## src/rtl/mem_arbiter_serial.sv

```systemverilog
// mem_arbiter_serial: N_CH-channel byte-serial memory controller on one 8-bit
// RAM/IO port. Each granted request moves 1, 2 or 4 bytes, one per cycle,
// then returns a one-cycle done pulse (with err_out for illegal types).
// Build option: define MEMCTL_RR_ARB_EN for round-robin arbitration;
// otherwise channel 0 has fixed highest priority.
//
// state | meaning
// IDLE  | no transfer; arbitrate eligible channels
// XFER  | byte k of the granted request on the port (cnt_q = k)
// DONE  | done pulse for the granted channel; also arbitrates the next grant
module mem_arbiter_serial #(
  parameter int                N_CH    = 2,
  parameter int                ADDR_W  = 32,
  parameter logic [ADDR_W-1:0] IO_BASE = 'h30000
) (
  input  logic                   clk_in,
  input  logic                   rst_in,
  input  logic                   rdy_in,
  input  logic [N_CH-1:0]        req_in,
  input  logic [N_CH*ADDR_W-1:0] addr_in,
  input  logic [N_CH*32-1:0]     data_in,
  input  logic [N_CH-1:0]        r_nw_in,
  input  logic [N_CH*3-1:0]      type_in,
  input  logic                   flush_in,
  input  logic                   io_buffer_full,
  input  logic [7:0]             mem_read,
  output logic [7:0]             mem_write,
  output logic [ADDR_W-1:0]      mem_addr,
  output logic                   mem_r_nw,
  output logic [N_CH-1:0]        done_out,
  output logic                   err_out,
  output logic [31:0]            data_out,
  output logic [N_CH-1:0]        busy_out
);

  localparam int CH_W = (N_CH > 1) ? $clog2(N_CH) : 1;

  typedef enum logic [1:0] {IDLE, XFER, DONE} state_t;

  state_t            state_q, state_d;
  logic [CH_W-1:0]   ch_q;
  logic [ADDR_W-1:0] base_q;
  logic [31:0]       wdata_q;
  logic              rnw_q;
  logic              sgn_q;
  logic              err_q;
  logic [1:0]        nbm1_q;
  logic [1:0]        cnt_q;
  logic [23:0]       acc_q;
  logic              rdy_q;
  logic [7:0]        hold_q;
  logic [7:0]        rd_byte;

  logic [N_CH-1:0]   io_wr;
  logic [N_CH-1:0]   elig;
  logic              gnt_v;
  logic [CH_W-1:0]   gnt_ch;
  logic [ADDR_W-1:0] sel_addr;
  logic [31:0]       sel_data;
  logic              sel_rnw;
  logic [2:0]        sel_type;
  logic              sel_legal;
  logic [1:0]        sel_nbm1;

`ifdef MEMCTL_RR_ARB_EN
  logic [CH_W-1:0]   rr_q;
  int                idx;
`endif

  function automatic logic type_legal(input logic [2:0] t, input logic rnw);
    logic ok;
    case (t)
      3'b000, 3'b001, 3'b010: ok = 1'b1;
      3'b101, 3'b110:         ok = rnw;
      default:                ok = 1'b0;
    endcase
    return ok;
  endfunction

  // A byte that arrived while the port was stalled is parked in hold_q, since
  // mem_read during a stall no longer reflects the address we need.
  assign rd_byte = rdy_q ? mem_read : hold_q;

  // Per-channel eligibility; IO writes wait while the IO sink is full.
  always_comb begin
    io_wr = '0;
    elig  = '0;
    for (int i = 0; i < N_CH; i++) begin
      io_wr[i] = (addr_in[i*ADDR_W +: ADDR_W] >= IO_BASE) && !r_nw_in[i];
      elig[i]  = req_in[i] && !done_out[i] && rdy_in && !flush_in &&
                 !(io_wr[i] && io_buffer_full);
    end
  end

  // Arbiter: pick one eligible channel.
  always_comb begin
    gnt_v  = 1'b0;
    gnt_ch = '0;
`ifdef MEMCTL_RR_ARB_EN
    idx = 0;
    for (int k = 0; k < N_CH; k++) begin
      idx = (int'(rr_q) + k) % N_CH;
      if (!gnt_v && elig[idx]) begin
        gnt_v  = 1'b1;
        gnt_ch = CH_W'(idx);
      end
    end
`else
    for (int i = N_CH - 1; i >= 0; i--) begin
      if (elig[i]) begin
        gnt_v  = 1'b1;
        gnt_ch = CH_W'(i);
      end
    end
`endif
  end

  // Fields of the channel being granted.
  always_comb begin
    sel_addr  = addr_in[int'(gnt_ch)*ADDR_W +: ADDR_W];
    sel_data  = data_in[int'(gnt_ch)*32 +: 32];
    sel_rnw   = r_nw_in[gnt_ch];
    sel_type  = type_in[int'(gnt_ch)*3 +: 3];
    sel_legal = type_legal(sel_type, sel_rnw);
    case (sel_type[1:0])
      2'b00:   sel_nbm1 = 2'd3;
      2'b01:   sel_nbm1 = 2'd1;
      default: sel_nbm1 = 2'd0;
    endcase
  end

  // Next-state logic; DONE re-arbitrates so back-to-back grants have no gap.
  always_comb begin
    state_d = state_q;
    case (state_q)
      IDLE, DONE: begin
        if (gnt_v) state_d = sel_legal ? XFER : DONE;
        else       state_d = IDLE;
      end
      XFER: begin
        if (flush_in && rnw_q)      state_d = IDLE;
        else if (cnt_q == nbm1_q)   state_d = DONE;
      end
      default: state_d = IDLE;
    endcase
  end

  // State, latched request fields and read assembly; everything holds while rdy_in=0.
  always_ff @(posedge clk_in or negedge rst_in) begin
    if (!rst_in) begin
      state_q <= IDLE;
      ch_q    <= '0;
      base_q  <= '0;
      wdata_q <= '0;
      rnw_q   <= 1'b1;
      sgn_q   <= 1'b0;
      err_q   <= 1'b0;
      nbm1_q  <= '0;
      cnt_q   <= '0;
      acc_q   <= '0;
      rdy_q   <= 1'b0;
      hold_q  <= '0;
`ifdef MEMCTL_RR_ARB_EN
      rr_q    <= '0;
`endif
    end else begin
      rdy_q <= rdy_in;
      if (!rdy_in && rdy_q) hold_q <= mem_read;
      if (rdy_in) begin
        state_q <= state_d;
        if (state_q != XFER) begin
          if (gnt_v) begin
            ch_q    <= gnt_ch;
            base_q  <= sel_addr;
            wdata_q <= sel_data;
            rnw_q   <= sel_rnw;
            sgn_q   <= sel_type[2];
            err_q   <= !sel_legal;
            nbm1_q  <= sel_nbm1;
            cnt_q   <= '0;
            acc_q   <= '0;
`ifdef MEMCTL_RR_ARB_EN
            rr_q    <= (int'(gnt_ch) == N_CH - 1) ? '0 : gnt_ch + CH_W'(1);
`endif
          end
        end else begin
          cnt_q <= cnt_q + 2'd1;
          case (cnt_q)
            2'd1:    acc_q[7:0]   <= rd_byte;
            2'd2:    acc_q[15:8]  <= rd_byte;
            2'd3:    acc_q[23:16] <= rd_byte;
            default: ;
          endcase
        end
      end
    end
  end

  // Port and handshake outputs; the last read byte comes straight from the port.
  always_comb begin
    mem_addr  = '0;
    mem_r_nw  = 1'b1;
    mem_write = '0;
    done_out  = '0;
    busy_out  = '0;
    err_out   = 1'b0;
    data_out  = '0;
    case (state_q)
      XFER: begin
        mem_addr       = base_q + ADDR_W'(cnt_q);
        busy_out[ch_q] = 1'b1;
        if (rdy_in) begin
          mem_r_nw = rnw_q;
          if (!rnw_q) mem_write = wdata_q[{cnt_q, 3'b000} +: 8];
        end
      end
      DONE: begin
        done_out[ch_q] = 1'b1;
        err_out        = err_q;
        if (rnw_q && !err_q) begin
          case (nbm1_q)
            2'd3:    data_out = {rd_byte, acc_q};
            2'd1:    data_out = {{16{sgn_q & rd_byte[7]}}, rd_byte, acc_q[7:0]};
            default: data_out = {{24{sgn_q & rd_byte[7]}}, rd_byte};
          endcase
        end
      end
      default: ;
    endcase
  end

endmodule
```

## config.mk

```make
export PLATFORM = sky130hd
export DESIGN_NAME = mem_arbiter_serial
export DESIGN_NICKNAME = d
export VERILOG_FILES = /design/src/rtl/mem_arbiter_serial.sv
export SDC_FILE = /design/constraint.sdc
export NUM_CORES = 1
export LEC_CHECK = 0
export BUFFER_PORTS_ARGS = -buffer_cell sky130_fd_sc_hd__buf_2
export CAP_MARGIN = 5
export CORE_ASPECT_RATIO = 0.9
export CORE_MARGIN = 4
export CORE_UTILIZATION = 45
export CTS_BUF_LIST = sky130_fd_sc_hd__clkbuf_16
export DETAILED_ROUTE_END_ITERATION = 10
export GPL_TIMING_DRIVEN = 0
export PLACE_DENSITY_LB_ADDON = 0.25
export SETUP_SLACK_MARGIN = 0.02
export SYNTH_ARGS = -nofsm -noshare
export SYNTH_HDL_FRONTEND = slang
export SYNTH_SLANG_ARGS = --single-unit
```

## constraint.sdc

```tcl
create_clock -name clk_in -period 3.35 [get_ports clk_in]
set_input_delay 1.005 -clock clk_in [delete_from_list [all_inputs] [get_ports clk_in]]
set_output_delay 1.005 -clock clk_in [all_outputs]
set_load 0.01 [all_outputs]
```

# After elaboration in Yosys (flattened, before gate mapping)
# Index checks and enable logic that the tools add are counted.
# Widths: inputs -> output; s select.
# op_classes
addsub,2
multipliers,1
n_lt_le_gt_ge,5
n_eq_ne,16
n_shift,4
n_mux,34
n_bitwise,1
n_reduce_logical,41
# ops
op,n
$shiftx 64x7->32,2
$mux 32,3
$ge 32x18->1 const B,2
$pmux 32 s2,1
$mux 8,7
$mux 24,2
$add 32x2->32,1
$shiftx 32x6->8,1
$logic_and 1x1->1,16
$mux 2,8
$reduce_and 3->1,4
$logic_not 1->1,10
$mux 1,9
$eq 2x1->1 const B,4
$eq 2x2->1 const B,4
$pmux 2 s2,2
$eq 3x3->1 const B,2
$reduce_bool 2->1,3
$shiftx 6x4->3,1
$logic_not 2->1,2
$lt 1x2->1 const B,2
$reduce_and 2->1,2
$reduce_or 2->1,2
$eq 3x1->1 const B,1
other kinds (13),13
# word_totals
regBits,107
inputBits,151
output_inout_bits,78
wordCells,118

# Longest topological paths before layout
# logic_depth
word_depth,20
mapped_depth,8
mapped_depth_nobuf,7

# Least setup slack after synthesis
# Ideal clock, no wire load.
# synth_path
path_kind,input port to output port
start,input port mem_read[7]
end,output port data_out[21]
arrival_time_ns,1.944
required_ns,2.345
setup_slack_ns,0.401
path_stages,5
path_buffers,1
cell_sequence,mux2i_1 -> nor2b_1 -> nand2_1 -> clkbuf_1 -> a21oi_1
# synth_between
elab_chain_cells,5
# synth_lines
item,line,rtl
from (decl),26,"input logic [7:0] mem_read,"
$mux 8,82,assign rd_byte = rdy_q ? mem_read : hold_q;
$and 1x1->1,"223, 224",
$pmux 32 s2,221,case (nbm1_q)
$mux 32,220,if (rnw_q && !err_q) begin
$mux 32,208,case (state_q)
to (decl),32,"output logic [31:0] data_out,"
# No other way between the ends.

# Final worst setup path
# layout_path
start,register base_q[19]
end,output port mem_addr[29]
# layout_between
elab_chain_cells,2
# layout_lines
item,line,rtl
from (decl),42,logic [ADDR_W-1:0] base_q;
from (signal assigned),174,base_q <= sel_addr;
$add 32x2->32,210,mem_addr = base_q + ADDR_W'(cnt_q);
$mux 32,208,
to (decl),28,"output logic [ADDR_W-1:0] mem_addr,"
# No other way between the ends.

==> results.md <==
- The slowest stage of the critical path is the sky130_fd_sc_hd__or4_4 cell.
- The routed wire length per instance is just under 20 um.
- The most common cell after layout, fill and taps aside is sky130_fd_sc_hd__buf_2.
- The placer's final routability congestion estimate is between 0.8 and 0.9.
- For this design the total switching power over the nets is 1.37 mW.
- The maximum level of the CTS H-tree is 3.
- The floorplan row count is approximately 40.
- The sequential fraction of the synthesis area is 41.8%.
- The clock arrives with 3.55 ps of skew.
- The upper clock frequency limit is 302 MHz.
- Counting every instance in the synthesized netlist gives 638.
- The HPWL after detailed placement is 15.7 mm.
- The number of nets in the finished design is 1053.
- The share of synthesized flip-flops with an asynchronous set or reset is 100%.
- The maximum vdd drop is 356 uV.
- The power share of the sequential group is between 40% and 50%.
- The clock tree from TritonCTS is done.
- The number of max-slew violations in the final report is 0.
- By area the synthesized netlist is led by sky130_fd_sc_hd__dfrtp_1 41%, sky130_fd_sc_hd__a2bb2oi_1 8.3%, sky130_fd_sc_hd__mux2_2 6.9%.
- Hold is met by 499 ps.
- The number of clock buffers inserted by TritonCTS is 9.
- After synthesis, the mean cell area works out to around 10 um2.
- Cells fill 60.5% of the core in the end.
- The largest stage delay on the critical path is around 480 ps.
- Summed over all layers, the routed wires come to 21.4 mm.
- In this run, the number of DRC markers left after iteration 0 of detailed routing was between 400 and 500.
- Measured along the y axis, the die boundary spans 121 um.
- The first detailed-routing pass took 5 iterations.
- The run finished with clean final reports.
- STA puts the critical path data required time at roughly 2300 ps.
- The final routed DRC violation total is 0.
- Combinational logic is responsible for 32.2% of the overall power.
- The maximum buffer depth of the clock tree is 2.
- The layout overhead on the synthesized area is 32.3%.
- The design draws 4.10 mW.
- In this run, distinct cell masters in the synthesized netlist total 58.
- The cell area after synthesis is ~6400 um2.
- The register clock-pin slew on the reported worst setup and hold paths is about 70 ps.
- The top cell types in the final layout, fill and taps aside, are 239 x sky130_fd_sc_hd__buf_2, 104 x sky130_fd_sc_hd__dfrtp_1, 65 x sky130_fd_sc_hd__o22ai_1, 61 x sky130_fd_sc_hd__a2bb2oi_1, 45 x sky130_fd_sc_hd__nor2_1.
- The global-route wire length before repair is 32.8 mm.
- The later pin in the worst-skew pair is clocked with a latency of ~350 ps.
- The I/O pin count is 229.
- For this design, the sink count on the clock tree is approximately 110.
- The pin slew with the least headroom to its limit is between 600 and 700 ps.
- Once placement completed, the tool counted placed cells totaling 1061.
- The startpoint-to-endpoint class of the critical path is flip-flop to output port.
- The final clock period utilization by the worst path is 98.7%.
- The synthesized design contains 0 enable-type register cells.
- The Yosys step of the flow raised 0 warnings.
- The initial antenna violation count is 2.
- The synthesized netlist net count is 795.
- The clock tree root buffer cell is sky130_fd_sc_hd__clkbuf_16.
- The die is ~130 um wide.
- The cell taking the most area after synthesis is sky130_fd_sc_hd__dfrtp_1.
- Leaving out filler cells and counting taps, the final layout contains 1096.
- The hold violation count in the final report came to 0.
- The share of power burned in the clock network is between 20% and 30%.
- The number of global-route vias before repair is 6089.
- In this run the standard cell core region covers 14000 um2.
- The category of the worst setup path launch point is a flip-flop.
- The via density per instance is 5.81.
- The area fraction of the dominant cell type after synthesis is 41.4%.
- For the worst setup path, the data arrival time is about 2300 ps.
- The total power divided by cell area is between 400 and 500 nW/um2.
- The min-delay analysis places its worst path in the category flip-flop to flip-flop.
- STA classifies the critical path endpoint as an output port.
- The max-slew headroom at the worst pin is 57.6%.
- The post-route minimum period is 3310 ps.
- Once detail routing completed, the nets flagged for antenna violations numbered 0.
- The share of cells above drive strength 1 is approximately two fifths.
- Global routing consumed, over all layers together, 25.8% of the routing resources.
- Among all flip-flop cells after synthesis, the most frequent one is sky130_fd_sc_hd__dfrtp_1.
- Setup violations remaining at the end of the flow were counted as 0.
- The count of vias placed by the detailed router is 6370.
- The largest net degree at the start of global routing is 39.
- For this run the aggregate overflow at the end of global routing stands at 0.
- The internal power of the cells totals roughly 2.7 mW.
- Walking the worst path, the cells encountered are and4_4, nand4_1, or2_0, buf_6, or4_4, a21oi_2, buf_2.
- The share of total power consumed by net switching is 33.4%.
- The synthesized design contains 107 register bits.
- Across the run, the number of max-cap violations was 0.
- The highest net fanout along the worst path is 9.
- Once the floorplan was initialized, standard cells occupied 45.7% of the core.
- The total of buffers placed on input and output ports is 228.
- The overall die area is roughly 16000 um2.
- The analysis attributes to cell leakage a power of just under 4 nW.
- Setup repair after global routing could not meet its margin everywhere.
==> sequential cells by signal, indices dropped and copies added (netlist names) <==
| register | cells |
|---|---|
| acc_q | 24 |
| base_q | 32 |
| ch_q | 1 |
| cnt_q | 2 |
| err_q | 1 |
| hold_q | 8 |
| nbm1_q | 2 |
| rdy_q | 1 |
| rnw_q | 1 |
| sgn_q | 1 |
| state_q | 2 |
| wdata_q | 32 |
==> area by class of cell <==
cell class	count	area, um2
antenna	2	5.00
buffer	49	244
clock buffer	9	225
clock inverter	7	36.3
fill	1223	5530
inverter	9	33.8
multi-input combinational	470	3650
sequential	107	2680
tap	193	241
timing repair buffer	250	1350
==> power groups by stage <==
stage | Sequential [mW] | Combinational, mW | Clock, mW
floorplan | 1.74 | 0.824 | 0
global placement | 1.81 | 1.13 | 0
detailed placement | 1.81 | 1.17 | 0
CTS | 1.78 | 1.25 | 0.996
global route | 1.83 | 1.44 | 1.04
finish | 1.80 | 1.32 | 0.981
==> path summary, 6_finish.rpt <==
| path | startpoint | end | slack [ps] | cells after the start |
|---|---|---|---|---|
| worst max-delay path | base_q[19]$_DFFE_PN0P_ | mem_addr[29] | 40 | 7 |
| worst max register to register | state_q[1]$_DFFE_PN0P_ | base_q[30]$_DFFE_PN0P_ | 900 | 8 |
| min in group asynchronous | rst_in | base_q[24]$_DFFE_PN0P_ | 590 | 1 |
| max in group asynchronous | rst_in | rnw_q$_DFFE_PN1P_ | 1870 | 3 |
| worst min-delay path | wdata_q[18]$_DFFE_PN0P_ | wdata_q[18]$_DFFE_PN0P_ | 500 | 1 |
| worst min register to register | wdata_q[18]$_DFFE_PN0P_ | wdata_q[18]$_DFFE_PN0P_ | 500 | 1 |
==> routing by layer <==
metal | track usage (%) | vias to the layer above | routed length (um)
li1 | - | 2950 | -
met3 | 5.64 | 36 | 1720
met2 | 41.1 | 306 | 9970
met5 | 0 | - | 0
met4 | 6.23 | 0 | 454
met1 | 36.0 | 3078 | 9230
==> cell families after synthesis <==
logic type               count (synthesis)  share of synthesized area [%]
multiplexers                            64                           12.3
AND/OR/NAND/NOR                        165                           13.5
flip-flops                             107                           41.8
adder cells (fa/ha/maj)                  6                           1.29
buffers and inverters                   62                           4.20
XOR/XNOR                                21                           2.87
AO/OA/AOI/OAI                          213                           24.0
==> Yosys cell counts, types with 5 or more instances <==
cell                          n
sky130_fd_sc_hd__nor2_1      46
sky130_fd_sc_hd__ha_1         5
sky130_fd_sc_hd__nand2_1     17
sky130_fd_sc_hd__dfrtp_1    106
sky130_fd_sc_hd__mux2_2      39
sky130_fd_sc_hd__and3_1       6
sky130_fd_sc_hd__nand3_1     30
sky130_fd_sc_hd__o22ai_1     65
sky130_fd_sc_hd__mux2i_1     17
sky130_fd_sc_hd__xor2_1      16
sky130_fd_sc_hd__a2bb2oi_1   61
sky130_fd_sc_hd__o21ai_0     15
sky130_fd_sc_hd__nand2b_1     6
sky130_fd_sc_hd__buf_2       12
sky130_fd_sc_hd__a21oi_1     43
sky130_fd_sc_hd__nor4_1       9
sky130_fd_sc_hd__and2_1       5
sky130_fd_sc_hd__mux4_2       8
sky130_fd_sc_hd__xnor2_1      5
sky130_fd_sc_hd__or3_1        8
sky130_fd_sc_hd__inv_1        8
sky130_fd_sc_hd__clkbuf_1    32
sky130_fd_sc_hd__nor2b_1     14
sky130_fd_sc_hd__a22oi_1      5
==> worst max-delay path: cells and delay by family, from the launching register on <==
family	cells	cell delay, ps
simple gates	4	1080
buf+inv	2	310
compound gates	1	160
flops	1	390
==> metrics by stage <==
stage	TNS (ps)	area, um2	setup slack [ps]
2_1_floorplan	0	6400	401
3_3_place_gp	-1890	7790	-99.1
3_5_place_dp	-2080	7830	-168
4_1_cts	0	8250	22.2
5_1_grt	-58.9	8470	-31.4
6_report	0	8470	42.5
==> timing repair <==
action	4_1_cts	5_1_grt
cloned	0	2
buffers inserted	9	10
endpoints found under the setup margin	57	50
gates resized for setup	30	27
hold buffers	0	0
pin swaps	6	19
Note: power is estimated with default switching activity, not from simulation.
